### config.mk
export PLATFORM = sky130hd
export DESIGN_NAME = decode_stage_flat
export DESIGN_NICKNAME = d
export VERILOG_FILES = /design/src/rtl/decode_pkg.sv /design/src/rtl/decode_stage_if.sv /design/src/rtl/decode_regfile.sv /design/src/rtl/decode_stage.sv /design/src/flat_wrapper.sv
export SDC_FILE = /design/constraint.sdc
export NUM_CORES = 1
export LEC_CHECK = 0
export BUFFER_PORTS_ARGS = -buffer_cell sky130_fd_sc_hd__buf_2
export CAP_MARGIN = 20
export CORE_MARGIN = 4
export CORE_UTILIZATION = 65
export DETAILED_ROUTE_END_ITERATION = 10
export PLACE_DENSITY_LB_ADDON = 0.3
export RECOVER_POWER = 25
export SETUP_SLACK_MARGIN = 0.3
export SYNTH_ARGS = -nofsm -noshare
export SYNTH_HDL_FRONTEND = slang
export SYNTH_HIERARCHICAL = 1
export SYNTH_SLANG_ARGS = --single-unit
### constraint.sdc
create_clock -name clk -period 3.2 [get_ports clk]
set_input_delay 0.64 -clock clk [delete_from_list [all_inputs] [get_ports clk]]
set_output_delay 0.64 -clock clk [all_outputs]
set_load 0.05 [all_outputs]
### src/rtl/decode_pkg.sv
// Shared opcode, field-position and payload definitions for the pipelined decode stage.
package decode_pkg;

  localparam int unsigned PC_W      = 16;
  localparam int unsigned IR_W      = 16;
  localparam int unsigned REG_IDX_W = 4;
  localparam int unsigned OPC_W     = 4;
  localparam int unsigned IMM_W     = 8;

  localparam int unsigned OPC_LSB = 0;
  localparam int unsigned RD_LSB  = 4;
  localparam int unsigned RS1_LSB = 8;
  localparam int unsigned RS2_LSB = 12;
  localparam int unsigned IMM_LSB = 8;

  localparam logic [OPC_W-1:0] OP_ADD  = 4'h0;
  localparam logic [OPC_W-1:0] OP_ADDI = 4'h4;
  localparam logic [OPC_W-1:0] OP_LW   = 4'h6;

  // Non-operand control fields carried through the output register
  typedef struct packed {
    logic [PC_W-1:0]      pc;
    logic [REG_IDX_W-1:0] rd;
    logic [OPC_W-1:0]     opcode;
    logic                 load;
  } ctrl_t;

  // 4'h4..4'h7 form the I-type group; everything else decodes as R-type
  function automatic logic is_itype(input logic [OPC_W-1:0] op);
    return (op[3:2] == 2'b01);
  endfunction

  function automatic logic is_load(input logic [OPC_W-1:0] op);
    return (op == OP_LW);
  endfunction

endpackage

### src/rtl/decode_stage_if.sv
// Fetch-side, write-back and execute-side signal bundle of the decode stage.
interface decode_stage_if #(
  parameter int unsigned DATA_W = 16,
  parameter int unsigned CNT_W  = 8
);
  logic              in_valid;
  logic              in_ready;
  logic [15:0]       ir;
  logic [15:0]       pc;
  logic              wb_en;
  logic [3:0]        wb_addr;
  logic [DATA_W-1:0] wb_data;
  logic              out_valid;
  logic              out_ready;
  logic [15:0]       pcout;
  logic [DATA_W-1:0] a;
  logic [DATA_W-1:0] b;
  logic [3:0]        rdout;
  logic [3:0]        opcode;
  logic [DATA_W-1:0] imm;
  logic              is_load;
  logic [CNT_W-1:0]  stall_cnt;

  modport master (
    output in_valid, ir, pc, wb_en, wb_addr, wb_data, out_ready,
    input  in_ready, out_valid, pcout, a, b, rdout, opcode, imm, is_load, stall_cnt
  );

  modport slave (
    input  in_valid, ir, pc, wb_en, wb_addr, wb_data, out_ready,
    output in_ready, out_valid, pcout, a, b, rdout, opcode, imm, is_load, stall_cnt
  );
endinterface

### src/rtl/decode_regfile.sv
// Register file: two combinational read ports, one synchronous write port, r0 hard-wired to 0.
module decode_regfile #(
  parameter int unsigned DATA_W = 16,
  parameter int unsigned NREG   = 16
) (
  input  logic              clk,
  input  logic              rst,
  input  logic [3:0]        ra1,
  input  logic [3:0]        ra2,
  output logic [DATA_W-1:0] rd1,
  output logic [DATA_W-1:0] rd2,
  input  logic              we,
  input  logic [3:0]        wa,
  input  logic [DATA_W-1:0] wd
);
  localparam int unsigned IDX_W = (NREG > 1) ? $clog2(NREG) : 1;

  logic [DATA_W-1:0] mem [NREG];
  logic [IDX_W-1:0]  i1, i2, iw;

  // Indices wrap modulo NREG by dropping the upper field bits
  assign i1 = ra1[IDX_W-1:0];
  assign i2 = ra2[IDX_W-1:0];
  assign iw = wa[IDX_W-1:0];

  always_ff @(posedge clk or negedge rst) begin
    if (!rst) begin
      for (int i = 0; i < int'(NREG); i++) mem[i] <= '0;
    end else if (we && (iw != '0)) begin
      mem[iw] <= wd;
    end
  end

  assign rd1 = (i1 == '0) ? '0 : mem[i1];
  assign rd2 = (i2 == '0) ? '0 : mem[i2];

endmodule

### src/rtl/decode_stage.sv
// Pipelined decode stage: field split, regfile read, immediate build, valid/ready output register,
// load-use stall and stall counter. Optional write-back bypass via `define DECODE_BYPASS_EN.
module decode_stage
  import decode_pkg::*;
#(
  parameter int unsigned DATA_W = 16,
  parameter int unsigned NREG   = 16,
  parameter int unsigned CNT_W  = 8
) (
  input  logic          clk,
  input  logic          rst,
  decode_stage_if.slave bus
);

  logic [REG_IDX_W-1:0] rs1, rs2, rd;
  logic [OPC_W-1:0]     opc;
  logic                 itype;
  logic [DATA_W-1:0]    rf_a, rf_b, byp_a, byp_b, op_b, imm_d;
  logic                 hazard, ready, fire;

  ctrl_t             ctrl_q;
  logic              valid_q;
  logic [DATA_W-1:0] a_q, b_q, imm_q;
  logic [CNT_W-1:0]  cnt_q;

  assign rs2   = bus.ir[RS2_LSB +: REG_IDX_W];
  assign rs1   = bus.ir[RS1_LSB +: REG_IDX_W];
  assign rd    = bus.ir[RD_LSB  +: REG_IDX_W];
  assign opc   = bus.ir[OPC_LSB +: OPC_W];
  assign itype = is_itype(opc);

  decode_regfile #(
    .DATA_W (DATA_W),
    .NREG   (NREG)
  ) u_regfile (
    .clk (clk),
    .rst (rst),
    .ra1 (rs1),
    .ra2 (rs2),
    .rd1 (rf_a),
    .rd2 (rf_b),
    .we  (bus.wb_en),
    .wa  (bus.wb_addr),
    .wd  (bus.wb_data)
  );

  // Operand source selection for the fire cycle
  always_comb begin
    byp_a = rf_a;
    byp_b = rf_b;
`ifdef DECODE_BYPASS_EN
    if (bus.wb_en && (bus.wb_addr == rs1) && (rs1 != '0)) byp_a = bus.wb_data;
    if (bus.wb_en && (bus.wb_addr == rs2) && (rs2 != '0)) byp_b = bus.wb_data;
`endif
  end

  assign op_b  = itype ? '0 : byp_b;
  assign imm_d = itype ? DATA_W'($signed(bus.ir[IMM_LSB +: IMM_W])) : '0;

  // Load in the output register whose destination the incoming instruction reads
  assign hazard = bus.in_valid && valid_q && ctrl_q.load && (ctrl_q.rd != '0) &&
                  ((rs1 == ctrl_q.rd) || (!itype && (rs2 == ctrl_q.rd)));
  assign ready  = (!valid_q || bus.out_ready) && !hazard;
  assign fire   = bus.in_valid && ready;

  always_ff @(posedge clk or negedge rst) begin
    if (!rst) begin
      valid_q <= 1'b0;
      ctrl_q  <= '0;
      a_q     <= '0;
      b_q     <= '0;
      imm_q   <= '0;
    end else if (fire) begin
      valid_q       <= 1'b1;
      ctrl_q.pc     <= bus.pc;
      ctrl_q.rd     <= rd;
      ctrl_q.opcode <= opc;
      ctrl_q.load   <= is_load(opc);
      a_q           <= byp_a;
      b_q           <= op_b;
      imm_q         <= imm_d;
    end else if (bus.out_ready) begin
      valid_q <= 1'b0;
    end
  end

  always_ff @(posedge clk or negedge rst) begin
    if (!rst) begin
      cnt_q <= '0;
    end else if (hazard && (cnt_q != '1)) begin
      cnt_q <= cnt_q + CNT_W'(1);
    end
  end

  assign bus.in_ready  = ready;
  assign bus.out_valid = valid_q;
  assign bus.pcout     = ctrl_q.pc;
  assign bus.a         = a_q;
  assign bus.b         = b_q;
  assign bus.rdout     = ctrl_q.rd;
  assign bus.opcode    = ctrl_q.opcode;
  assign bus.imm       = imm_q;
  assign bus.is_load   = ctrl_q.load;
  assign bus.stall_cnt = cnt_q;

endmodule

### src/flat_wrapper.sv
// flat-port wrapper written by rule: the top's interface ports become plain ports
module decode_stage_flat import decode_pkg::*;
#(
  parameter int unsigned DATA_W = 16,
  parameter int unsigned NREG   = 16,
  parameter int unsigned CNT_W  = 8
)
  (clk, rst, bus_in_valid, bus_ir, bus_pc, bus_wb_en, bus_wb_addr, bus_wb_data, bus_out_ready, bus_in_ready, bus_out_valid, bus_pcout, bus_a, bus_b, bus_rdout, bus_opcode, bus_imm, bus_is_load, bus_stall_cnt);
  decode_stage_if #(.DATA_W(DATA_W), .CNT_W(CNT_W)) bus_i ();
  input  logic clk;
  input  logic rst;
  input wire logic [$bits(bus_i.in_valid)-1:0] bus_in_valid;
  input wire logic [$bits(bus_i.ir)-1:0] bus_ir;
  input wire logic [$bits(bus_i.pc)-1:0] bus_pc;
  input wire logic [$bits(bus_i.wb_en)-1:0] bus_wb_en;
  input wire logic [$bits(bus_i.wb_addr)-1:0] bus_wb_addr;
  input wire logic [$bits(bus_i.wb_data)-1:0] bus_wb_data;
  input wire logic [$bits(bus_i.out_ready)-1:0] bus_out_ready;
  output wire logic [$bits(bus_i.in_ready)-1:0] bus_in_ready;
  output wire logic [$bits(bus_i.out_valid)-1:0] bus_out_valid;
  output wire logic [$bits(bus_i.pcout)-1:0] bus_pcout;
  output wire logic [$bits(bus_i.a)-1:0] bus_a;
  output wire logic [$bits(bus_i.b)-1:0] bus_b;
  output wire logic [$bits(bus_i.rdout)-1:0] bus_rdout;
  output wire logic [$bits(bus_i.opcode)-1:0] bus_opcode;
  output wire logic [$bits(bus_i.imm)-1:0] bus_imm;
  output wire logic [$bits(bus_i.is_load)-1:0] bus_is_load;
  output wire logic [$bits(bus_i.stall_cnt)-1:0] bus_stall_cnt;
  assign bus_i.in_valid = bus_in_valid;
  assign bus_i.ir = bus_ir;
  assign bus_i.pc = bus_pc;
  assign bus_i.wb_en = bus_wb_en;
  assign bus_i.wb_addr = bus_wb_addr;
  assign bus_i.wb_data = bus_wb_data;
  assign bus_i.out_ready = bus_out_ready;
  assign bus_in_ready = bus_i.in_ready;
  assign bus_out_valid = bus_i.out_valid;
  assign bus_pcout = bus_i.pcout;
  assign bus_a = bus_i.a;
  assign bus_b = bus_i.b;
  assign bus_rdout = bus_i.rdout;
  assign bus_opcode = bus_i.opcode;
  assign bus_imm = bus_i.imm;
  assign bus_is_load = bus_i.is_load;
  assign bus_stall_cnt = bus_i.stall_cnt;
  decode_stage #(.DATA_W(DATA_W), .NREG(NREG), .CNT_W(CNT_W)) u_core (.clk(clk), .rst(rst), .bus(bus_i));
endmodule
== Word level (Yosys, flattened, before mapping) ==
Cells that the tools add are included.
Word-level totals
  register bits after elaboration: 338
  bits in latches: 0
  memory bits (writable): 0
  memory bits (read-only): 0
  input port bits: 57
  output and inout bits: 83
  memories: 0
Operators by class
  $add $sub $neg: 1
  multiply operators: 0
  divide/modulo/power cells: 0
  $lt $le $gt $ge: 4
  equal/unequal tests: 5
  shift operators: 0
  muxes and demuxes: 15
  bitwise operators: 3
  reductions and logical operators: 20
Operators with widths (count)
  $bwmux W256: 1
  $mux W16: 9
  $bmux W16 S4: 2
  $demux W16 S4: 1
  $ge A5 B5 Y1 const B: 3
  $not A4 Y5: 3
  $logic_and A1 B1 Y1: 10
  $add A8 B1 Y8 const B: 1
  $eq A4 B4 Y1: 2
  $logic_not A4 Y1: 2
  $ne A8 B8 Y1 const B: 1
  $reduce_bool A4 Y1: 2
  $lt A5 B1 Y1 const B: 1
  $eq A4 B3 Y1 const B: 1
  $logic_not A1 Y1: 3
  $eq A2 B1 Y1 const B: 1
  $logic_or A1 B1 Y1: 2
  $mux W1: 2
  $reduce_bool A2 Y1: 1

== Logic depth before layout (Yosys ltp) ==
Gate-level depths: netlist (run 1).
  depth after elaboration: 9
  gate-level depth with buffers: 9

== By module ==
Netlist (run 1), hierarchy kept.
Modules (own cells, without submodules)
  decode_regfile: instances 1, cells an instance 919, area each 12990.0 um^2, seq. area each 6030.8 um^2
  decode_stage: instances 1, cells an instance 258, area each 3354.5 um^2, seq. area each 1851.8 um^2

== Worst setup path after synthesis (run 1) ==
Ideal clock, no wire load.
  path kind: reg-to-output
  from: register u_core.ctrl_q (netlist bit u_core/bus.rdout[0])
  to: output bus_in_ready
  arrival: 1893 ps
  required time: 2560 ps
  path slack: 667 ps
  stages on the path, launching flop included: 6
  path buffers: 1
  cells stage by stage: dfrtp_1 -> nor4_1 -> nor4_1 -> a22oi_2 -> buf_2 -> and2_1
On the way
  cells in the longest elaborated chain, start to end: 6
Ends and longest elaborated chain
  start, declared: line decode_stage.sv:21  | ctrl_t ctrl_q;
  $eq A4 B4 Y1: line decode_stage.sv:62  | ((rs1 == ctrl_q.rd) || (!itype && (rs2 == ctrl_q.rd)));
  $logic_and A1 B1 Y1: line decode_stage.sv:62
  $logic_or A1 B1 Y1: line decode_stage.sv:62
  $logic_and A1 B1 Y1 *: line decode_stage.sv:61  | assign hazard = bus.in_valid && valid_q && ctrl_q.load && (ctrl_q.rd != '0) &&
  $logic_not A1 Y1 *: line decode_stage.sv:63  | assign ready = (!valid_q || bus.out_ready) && !hazard;
  $logic_and A1 B1 Y1 *: line decode_stage.sv:63
  end, declared: line flat_wrapper.sv:19  | output wire logic [$bits(bus_i.in_ready)-1:0] bus_in_ready;
Every way passes the cells marked *; elsewhere a longest branch is shown, timed or not.

== Final worst setup path (run 1) ==
Same ends and word-level chain as after synthesis.

==> results of run 1 <==
-- cells by family (layout without fill, tap and decap cells) --
group,after synthesis,after routing
and+or+nand+nor,105,105
AOI/OAI and AO/OA,116,116
adders and majority gates,1,1
xor gates and xnor gates,13,13
muxes,496,496
buffers and inverters,131,268
DFF,315,315
-- flip-flops by register name (all words and copies together) (netlist names) --
signal and count:
u_core/bus.rdout 4, u_core/bus.a 16, u_core/bus.out_valid 1, u_core/bus.b 16, u_core/bus.imm 8, u_core/bus.stall_cnt 8
u_core/u_regfile/mem 241, u_core/bus.is_load 1, u_core/bus.pcout 16, u_core/bus.opcode 4
-- critical path, delay by kind of cell (launching register included) --
family | cells | cell delay, ps
AO/OA/AOI/OAI | 1 | 210
flip-flops | 1 | 450
buffers and inverters | 1 | 270
AND/OR/NAND/NOR | 3 | 690
-- metrics by stage --
stage | power, µW | instance area (µm²) | util (%) | std cells
6_report | 12600 | 18300 | 74.7 | 1638
3_5_place_dp | 8780 | 17300 | 70.4 | 1579
2_1_floorplan | 7850 | 16300 | - | 1177
3_3_place_gp | 8620 | 17200 | 70.3 | 1578
5_1_grt | 13100 | 18300 | 74.7 | 1638
4_1_cts | 12600 | 18300 | 74.7 | 1638
-- layout make-up --
type / instances / area (µm²) / share of cell area [%]
Clock buffer: 54 / 1050 / 5.73
Clock inverter: 5 / 27.5 / 0.150
Inverter: 25 / 93.8 / 0.512
Multi-Input combinational cell: 731 / 7730 / 42.2
Sequential cell: 315 / 7880 / 43.0
Tap cell: 324 / 405 / 2.21
Timing Repair Buffer: 184 / 1140 / 6.23
-- worst max path at each step --
| stage | startpoint | endpoint | cells past startpoint |
|---|---|---|---|
| final | u_core/bus.rdout[0] | bus_in_ready | 5 |
| after CTS | u_core/bus.rdout[0] | bus_in_ready | 5 |
| after global routing | u_core/bus.rdout[0] | bus_in_ready | 5 |
| after floorplan | u_core/bus.rdout[0] | bus_in_ready | 5 |
| after detailed placement | bus_ir[9] | u_core/bus.pcout[15] | 8 |
| after global placement | bus_ir[9] | u_core/bus.a[4] | 8 |
-- placed cells by master, fill, tap and decap left out, types with 15 or more instances in the layout --
cell type / instances
dfrtp_1: 315
mux2_2: 268
buf_2: 136
mux2i_1: 131
mux4_2: 67
a21oi_1: 47
buf_4: 38
clkbuf_16: 37
nand2_1: 35
mux2_4: 30
inv_1: 25
nor2_1: 21
a22oi_1: 16
a221o_1: 15
-- metal layers --
metal / vias to the layer above / wire length (µm)
met3: 115 / 3810
met2: 609 / 20500
li1: 4611 / -
met4: 4 / 1570
met5: - / 27
met1: 5601 / 17100
-- power by group through the flow --
stage               Clock [µW]  Combinational (µW)  Sequential (µW)
CTS                       3810                3230             5540
global placement             0                3090             5540
finish                    3750                3240             5570
global route              3990                3430             5670
floorplan                    0                1910             5940
detailed placement           0                3190             5600
==> impl_results.md, run 1 <==
* Global Route met2 Usage at 49.9%
* Pre-CTS setup slack at 463 ps
* Clock insertion delay at the later pin of the skew report at 510 ps
* Multiplexer share of the synthesized area at 38.5%
* Failing checks: max-capacitance violations, max-slew violations
* Post-synthesis compound-gate area fraction at 4.82%
* Setup_tns at 0 ps
* First-pass GRT wire length at 67.6 mm
* Yosys warnings at 6
* Reg-to-Reg Start: u_core/bus.rdout[0]
* Yosys cell types at 43
* Clock slew seen by the registers of the worst setup and hold paths at 60 ps
* DRC viols at 0
* # clock sinks at 315
* Comb power frac at 25.8%
* Worst Path Arrival at 2110 ps
* Final worst clock skew at 12.0 ps
* Max-slew violation count at 75
* Aggregate global-route resource usage at 30.8%
* Die area at 0.0277 mm²
* Final hold violation count at 0
* Fillers at 1,503
* Post-Syn Instances at 1,177
* Most numerous cell in the Yosys netlist: dfrtp_1
* Startpoint class of the critical path: flop
* CTS tree: done
* R2R depth at 6
* DR pass1 iterations at 8
* Die Ht at 167 µm
* Sw frac at 31.2%
* Largest net degree at the start of global routing at 86
* Area leader, netlist: dfrtp_1
* DP Wirelength at 27.1 mm
* Reg2Reg Capture Point: u_core/bus.a[4]
* Cts repair resizes at 0
* Leading cell types by count after synthesis: dfrtp_1 (315), mux2_2 (268), mux2i_1 (131)
* CP dominant cell by count: nor4_1
* Crit path required time at 2560 ps
* Final min period at 2750 ps
* Port Buf Inserts at 139
* Xor/xnor share of the synthesized area at 0.697%
* Beginning of the worst hold path: bus_pc[12]
* GRT met3 Usage at 6.42%
* Outcome: finished, violations left
* Switch Pwr at 3920 µW
* Clock power frac at 29.9%
* Routed wire per std cell at 26.2 µm
* Max FO, Critical Path at 5
* Initial DRC count at 1,145
* Post-Synth Adder-Cell Area at 0.0766%
* GR Overflow Total at 0
* Worst-path cell chain: nor4_1, nor4_1, a22oi_2, and2_1, buf_2
* Pwr dens at 685 mW/mm²
* CTS Buf Count at 34
* Synth Register Bits at 315
* Slew margin rel. at -39.0%
* Slowest CP cell: dfrtp_1
* Share of cells above drive strength 1 at 46.3%
* Setup WS post-layout at 448 ps
* Simple-Gate Fraction of Synth Area at 3.21%
* Post-synth EDFFs at 0
* Fmax achieved at 0.363 GHz
* Hold WS at 367 ps
* Reg power frac at 44.3%
* Initial antenna violation count at 2
* CP max stage delay at 450 ps
* Sequential area share after synthesis at 48.2%
* WL final at 42.9 mm
* Initial Utilization at 66.6%
* Setup-failing EPs final at 0
* Remaining antenna violation count at 0
* Hold path depth at 2
* GR Util met1 at 42.2%
* Syn nets at 1,235
* Postcts setup bufs at 0
* Routed vias at 10,940
* Leak Pwr at 0.00833 µW
* Synth-to-Final Area Change at 12.1%
* WHS Endpoint: u_core/bus.pcout[12]
* Unrepaired setup endpoints after global routing: no
* Hold_buf cts at 0
* Setup crit end kind: output pin
* H-tree levels at 2
* Worst Tran Pin Value at 2090 ps
* Drt via density at 6.68
* Ys async rst share at 100%
* CTS root buffer: clkbuf_16
* Nets at 1,349
* Post-Syn Area at 0.0163 mm²
* Rows at 57
* Ports at 140
* Core Footprint at 0.0245 mm²
* Main flop type after synthesis: dfrtp_1
* Layer with the highest usage: met2
* Critical path class: reg -> out
* Flop2flop setup slack at 870 ps
* Largest family of logic cells by synthesized area: multiplexers
* Gpl congestion at 0.866
* Worst VDD drop at 0.522 mV
* Tightest Hold Check Type: in -> reg
* Syn avg cell area at 13.9 µm²
* CTS Buffer Depth at 3
* Period utilization at 86.0%
* Yosys top cell area share at 48.2%
* Vias in the first global route at 11,513
* Max Cap Viol at 1
* Internal at 8630 µW
* ANT cells at 0
* Area contributors post-synth: dfrtp_1 (48%), mux2_2 (18%), mux4_2 (9.2%)
* Die W at 167 µm
Note: power is estimated with default switching activity, not from simulation.
==> inputs of run 2 (changes only) <==
Settings changed: PLACE_DENSITY set to 0.87, PLACE_DENSITY_LB_ADDON 0.3 to not set, SETUP_SLACK_MARGIN 0.3 to not set.
Clock period 3.2 ns to 3.3 ns, I/O delays scaled along.
==> impl_results.md, run 2 (same netlist as run 1, synthesis figures left out) <==
* Fin area at 0.0183 mm² (about the same)
* Clock slew seen by the registers of the worst setup and hold paths at 60 ps (about the same)
* Pwr dens at 673 mW/mm² (-1.7%)
* Slew margin rel. at -35.8% (+3.2 points)
* Fmax achieved at 0.358 GHz
* Hold WS at 383 ps (+15.3 ps)
* Clock insertion delay at the later pin of the skew report at 510 ps (about the same)
* CTS tree: done
* Setup_tns at 0 ps (unchanged)
* Unrepaired setup endpoints after global routing: no
* Leak Pwr at 0.00834 µW (+0.20%)
* Die W at 167 µm (unchanged)
* Seq. cell area at 0.00788 mm² (unchanged)
* Remaining antenna violation count at 0 (unchanged)
* Worst Tran Pin Value at 2040 ps (-48.3 ps)
* Max Cap Viol at 1 (unchanged)
* Comb power frac at 25.7% (about the same)
* Setup-failing EPs final at 0 (unchanged)
* Rows at 57 (unchanged)
* CTS Buffer Depth at 3 (unchanged)
* Routed vias at 11,241 (+2.8%)
* Crit path required time at 2640 ps (+80 ps)
* Worst Path Arrival at 2130 ps (+20 ps)
* Vias in the first global route at 11,862 (+3.0%)
* GR Overflow Total at 0 (unchanged)
* Commonest non-fill, non-tap cell in the layout: dfrtp_1
* Largest net degree at the start of global routing at 88 (+2.3%)
* Max FO, Critical Path at 5 (unchanged)
* DR top layer: met4
* Final worst clock skew at 10.0 ps (-1.99 ps)
* Switch Pwr at 3870 µW (-1.4%)
* H-tree levels at 2 (unchanged)
* CTS root buffer: clkbuf_16
* Initial Utilization at 66.6% (unchanged)
* Nets at 1,346 (-0.22%)
* Reg power frac at 43.7% (-0.6 points)
* Sw frac at 31.3% (+0.076 points)
* Tightest Hold Check Type: in -> reg
* Gpl congestion at 0.867 (+0.14%)
* Routed wire per std cell at 26.9 µm (+2.6%)
* Outcome: finished, violations left
* Cts repair resizes at 0 (unchanged)
* Die Ht at 167 µm (unchanged)
* Critical path class: reg -> out
* CTS Buf Count at 34 (unchanged)
* Final hold violation count at 0 (unchanged)
* Initial DRC count at 1,329 (+16%)
* Max-slew violation count at 77 (+2.7%)
* Hold_buf cts at 0 (unchanged)
* Ports at 140 (unchanged)
* Cell Area, Placed at 0.0172 mm² (about the same)
* Period utilization at 84.7%
* Initial antenna violation count at 2 (unchanged)
* WL final at 44.0 mm (+2.4%)
* Synth-to-Final Area Change at 12.2% (about the same)
* # clock sinks at 315 (unchanged)
* Worst-path cell chain: nor4_1, nor4_1, a22oi_2, and2_1, buf_2
* Startpoint class of the critical path: flop
* Die area at 0.0277 mm² (unchanged)
* CP max stage delay at 440 ps (about the same)
* DR WL met2 at 21.2 mm (+3.7%)
* Met3 wire length at 4.26 mm (+12%)
* Aggregate global-route resource usage at 31.3% (+0.49 points)
* Drt via density at 6.88 (+2.9%)
* Worst VDD drop at 0.513 mV (-1.6%)
* Fillers at 1,423 (-5.3%)
* CP dominant cell by count: nor4_1
* First-pass GRT wire length at 68.6 mm (+1.5%)
* Most frequent cells in the layout: dfrtp_1 (315), mux2_2 (268), buf_2 (136)
* Final min period at 2790 ps
* Setup crit end kind: output pin
* Clock power frac at 30.6% (+0.7 points)
* Internal at 8480 µW (-1.8%)
* Failing checks: max-capacitance violations, max-slew violations
* DP Wirelength at 27.6 mm (+2.2%)
* Multi-input combinational cell area at 0.00773 mm² (unchanged)
* Max reg flops at 241 (unchanged)
* Postcts setup bufs at 0 (unchanged)
* Port Buf Inserts at 139 (unchanged)
* Share of cells above drive strength 1 at 46.7% (+0.33 points)
* Slowest CP cell: dfrtp_1
* Metal1 wirelength at 16.7 mm (-2.0%)
* Core Footprint at 0.0245 mm² (unchanged)
* R2R depth at 6 (unchanged)
* Hold path depth at 2 (unchanged)
* DR pass1 iterations at 5 (-3)
* DRC viols at 0 (unchanged)
* Top reg by flops: u_core/u_regfile/mem
[run 2: area by class of cell]
cell class              count  area share (%)
multi-input cells         731            42.1
well taps                 324            2.21
clock inverters             9           0.539
inverters                  25           0.512
clock buffers              48            5.53
repair buffers            181            6.08
flip-flops and latches    315            43.0
diodes                      2          0.0273
[run 2: worst max-delay path, delay by kind of cell (launching register included)]
family	cells	cell delay (ps)
and+or+nand+nor	3	690
buffers and inverters	1	250
DFF	1	440
AOI/OAI and AO/OA	1	230
[run 2: worst paths after layout]
path                                                start                         to  slack, ps
max in group asynchronous                             rst  u_core/u_regfile/mem[178]        730
worst min register to register  u_core/u_regfile/mem[245]  u_core/u_regfile/mem[245]        390
worst min-delay path                           bus_pc[11]       u_core/bus.pcout[11]        380
min in group asynchronous                             rst    u_core/bus.stall_cnt[4]        720
worst max-delay path                  u_core/bus.rdout[0]               bus_in_ready        510
worst max register to register        u_core/bus.rdout[0]            u_core/bus.a[6]        900
[run 2: power groups by stage]
stage          Clock [µW]  Combinational (µW)  Sequential, µW
2_1_floorplan           0                1850            5760
3_3_place_gp            0                3010            5340
3_5_place_dp            0                3110            5420
4_1_cts              3820                3150            5370
5_1_grt              3960                3350            5490
6_report             3780                3170            5390
[run 2: routing by layer]
layer  track usage, %  vias to the layer above
li1                 -                     4591
met1             41.8                     5764
met2             50.8                      742
met3             6.28                      144
met4             13.5                        0
met5                0                        -
[run 2: stage by stage]
stage | setup slack (ps) | util, % | power, µW | cells
after floorplan | 747 | - | 7610 | 1177
after global placement | 440 | 70.3 | 8350 | 1576
after detailed placement | 441 | 70.3 | 8530 | 1576
after CTS | 513 | 74.8 | 12300 | 1633
after global routing | 277 | 74.8 | 12800 | 1635
final | 505 | 74.8 | 12300 | 1635
==> inputs of run 3 (changes only) <==
Settings changed: CORE_UTILIZATION 65 to 54, PLACE_DENSITY 0.87 to 0.77.
Clock period 3.3 ns to 2.28 ns, I/O delays scaled along.
==> impl_results.md, run 3 (same netlist as run 1, synthesis figures left out) <==
* Routed vias at 10,932 (-2.7%)
* Switch Pwr at 5590 µW (+45%)
* Vias in the first global route at 11,541 (-2.7%)
* Top delay family on crit path: simple AND/OR/NAND/NOR gates
* Worst VDD drop at 0.430 mV (-16%)
* CTS Buffer Depth at 3 (unchanged)
* Comb power frac at 26.1% (+0.4 points)
* Final hold violation count at 0 (unchanged)
* Commonest non-fill, non-tap cell in the layout: dfrtp_1
* # clock sinks at 315 (unchanged)
* GR Overflow Total at 0 (unchanged)
* Initial Utilization at 55.0% (-12 points)
* Worst Tran Pin Value at 1480 ps (-557 ps)
* Ports at 140 (unchanged)
* Slowest CP cell: dfrtp_1
* Routed wire per std cell at 24.8 µm (-8.0%)
* Critical path class: reg -> out
* Setup WS post-layout at -132 ps (-637 ps)
* Final worst clock skew at 15.3 ps (+5.31 ps)
* WL final at 43.5 mm (-0.98%)
* Slew margin rel. at 1.35% (+37 points)
* Gpl congestion at 0.874 (+0.80%)
* Fin util at 64.1% (-11 points)
* Tightest Hold Check Type: in -> reg
* Remaining antenna violation count at 0 (unchanged)
* Share of cells above drive strength 1 at 48.9% (+2.2 points)
* Drt via density at 6.21 (-9.6%)
* Outcome: finished, violations left
* Period utilization at 106%
* Failing checks: negative setup slack
* Hold WS at 178 ps (-205 ps)
* DP Wirelength at 29.1 mm (+5.2%)
* CP max stage delay at 410 ps (-30 ps)
* First-pass GRT wire length at 67.3 mm (-1.8%)
* Clock slew seen by the registers of the worst setup and hold paths at 60 ps (about the same)
* Max-slew violation count at 0 (-100%)
* Max Cap Viol at 0 (-1)
* Max reg flops at 241 (unchanged)
* ANT cells at 0 (-2)
* CTS tree: done
* Most frequent cells in the layout: dfrtp_1 (315), mux2_2 (265), buf_2 (134)
* Startpoint class of the critical path: flop
* Clock insertion delay at the later pin of the skew report at 510 ps (about the same)
* Largest net degree at the start of global routing at 60 (-32%)
* Internal at 12,300 µW (+45%)
* Clock power frac at 30.3% (-0.3 points)
* CTS root buffer: clkbuf_16
* Aggregate global-route resource usage at 25.8% (-5.5 points)
* Top reg by flops: u_core/u_regfile/mem
* Crit path required time at 1820 ps (-820 ps)
* Initial antenna violation count at 2 (unchanged)
* Reg power frac at 43.5% (-0.2 points)
* Die Ht at 182 µm (+9.2%)
* Buf/Inv on CP at 2 (+1)
* Port Buf Inserts at 139 (unchanged)
* Fillers at 2,173 (+53%)
* Setup_tns at -132 ps (-132 ps)
* H-tree levels at 2 (unchanged)
* Setup crit end kind: output pin
* Die W at 182 µm (+9.2%)
* CTS Buf Count at 34 (unchanged)
* Setup-failing EPs final at 1 (+1)
* Unrepaired setup endpoints after global routing: yes
* Rows at 63 (+11%)
* Worst-path cell chain: buf_6, nor4_4, nor2_1, a22oi_2, and2_4, buf_8
* Worst Path Arrival at 1960 ps (-170 ps)
* Flop2flop setup slack at 40 ps (-860 ps)
* Synth-to-Final Area Change at 16.5%
* Final min period at 2410 ps
* Nets at 1,402 (+4.2%)
* DR pass1 iterations at 5 (unchanged)
* Max FO, Critical Path at 2 (-3)
* Sw frac at 31.3% (-0.055 points)
* Initial DRC count at 846 (-36%)
* DRC viols at 0 (unchanged)
* Pwr dens at 939 mW/mm² (+39%)
* Leak Pwr at 0.00867 µW (+3.9%)
* Die area at 0.0331 mm² (+19%)
* Fmax achieved at 0.415 GHz
* Core Footprint at 0.0297 mm² (+21%)
==> run 3: cell types whose count changed in the layout (fill, tap and decap cells not counted), moves of 4 or more <==
cell      before  now
buf_4         35   70
buf_6          0    6
buf_12         8   16
clkinv_2       6   10
clkbuf_1       4    8
clkbuf_8       9    5
==> run 3: path summary, 6_finish.rpt <==
kind	depth (start not counted)	end	startpoint
min in group asynchronous	2	u_core/bus.pcout[6]	rst
hold / removal	2	u_core/bus.rdout[0]	bus_ir[4]
hold reg to reg	0	u_core/u_regfile/mem[245]	u_core/u_regfile/mem[245]
max in group asynchronous	3	u_core/u_regfile/mem[113]	rst
setup / recovery	6	bus_in_ready	u_core/bus.rdout[1]
setup reg to reg	9	u_core/bus.a[15]	u_core/bus.rdout[1]
==> run 3: worst register-to-register path: cells and delay by family, from the launching register on <==
kind	cells	cell delay (ps)
AND/OR/NAND/NOR	3	640
multiplexers	1	340
buffers and inverters	4	540
flip-flops	1	410
AO/OA/AOI/OAI	1	200
==> run 3: power by group through the flow <==
| stage | sequential (µW) | combinational (µW) | clock, µW |
|---|---|---|---|
| after floorplan | 8340 | 2680 | 0 |
| after global placement | 7760 | 4450 | 0 |
| after detailed placement | 7840 | 4570 | 0 |
| after CTS | 7760 | 4620 | 5520 |
| after global routing | 7940 | 5000 | 5750 |
| final | 7780 | 4680 | 5430 |
==> run 3: layout make-up <==
class                      count  area [µm²]  area share (%)
multi-input combinational    732        7770            40.8
tap                          390         488            2.56
clock inverter                16         143           0.749
timing repair buffer         236        1710            8.95
inverter                      25        93.8           0.493
clock buffer                  45         963            5.06
sequential                   315        7880            41.4
==> run 3: repair_timing <==
item                                    in CTS  in global routing
setup buffers                                3                  5
gates resized for setup                      7                  7
endpoints found under the hold margin       47                  0
hold buffers                                 1                  0
pin swaps                                    2                  1
endpoints found under the setup margin       1                 38
gates cloned                                 0                  4
==> run 3: per-layer routing <==
metal	global-route usage, %	part of all wire, %	wire length (µm)	up-vias
li1	-	-	-	4711
met1	34.7	41	18000	5661
met2	42.7	48	21000	456
met3	5.41	7.7	3330	100
met4	7.93	2.8	1240	4
met5	0	0.048	21	-
==> run 3: stage by stage <==
step                      area [µm²]  std cells  worst slack (ps)  total power [µW]
after floorplan                16300       1177              60.3             11000
after global placement         17800       1686              23.0             12200
after detailed placement       17800       1686              42.1             12400
after CTS                      18900       1751              -117             17900
after global routing           19000       1759              -220             18700
final                          19000       1759              -132             17900
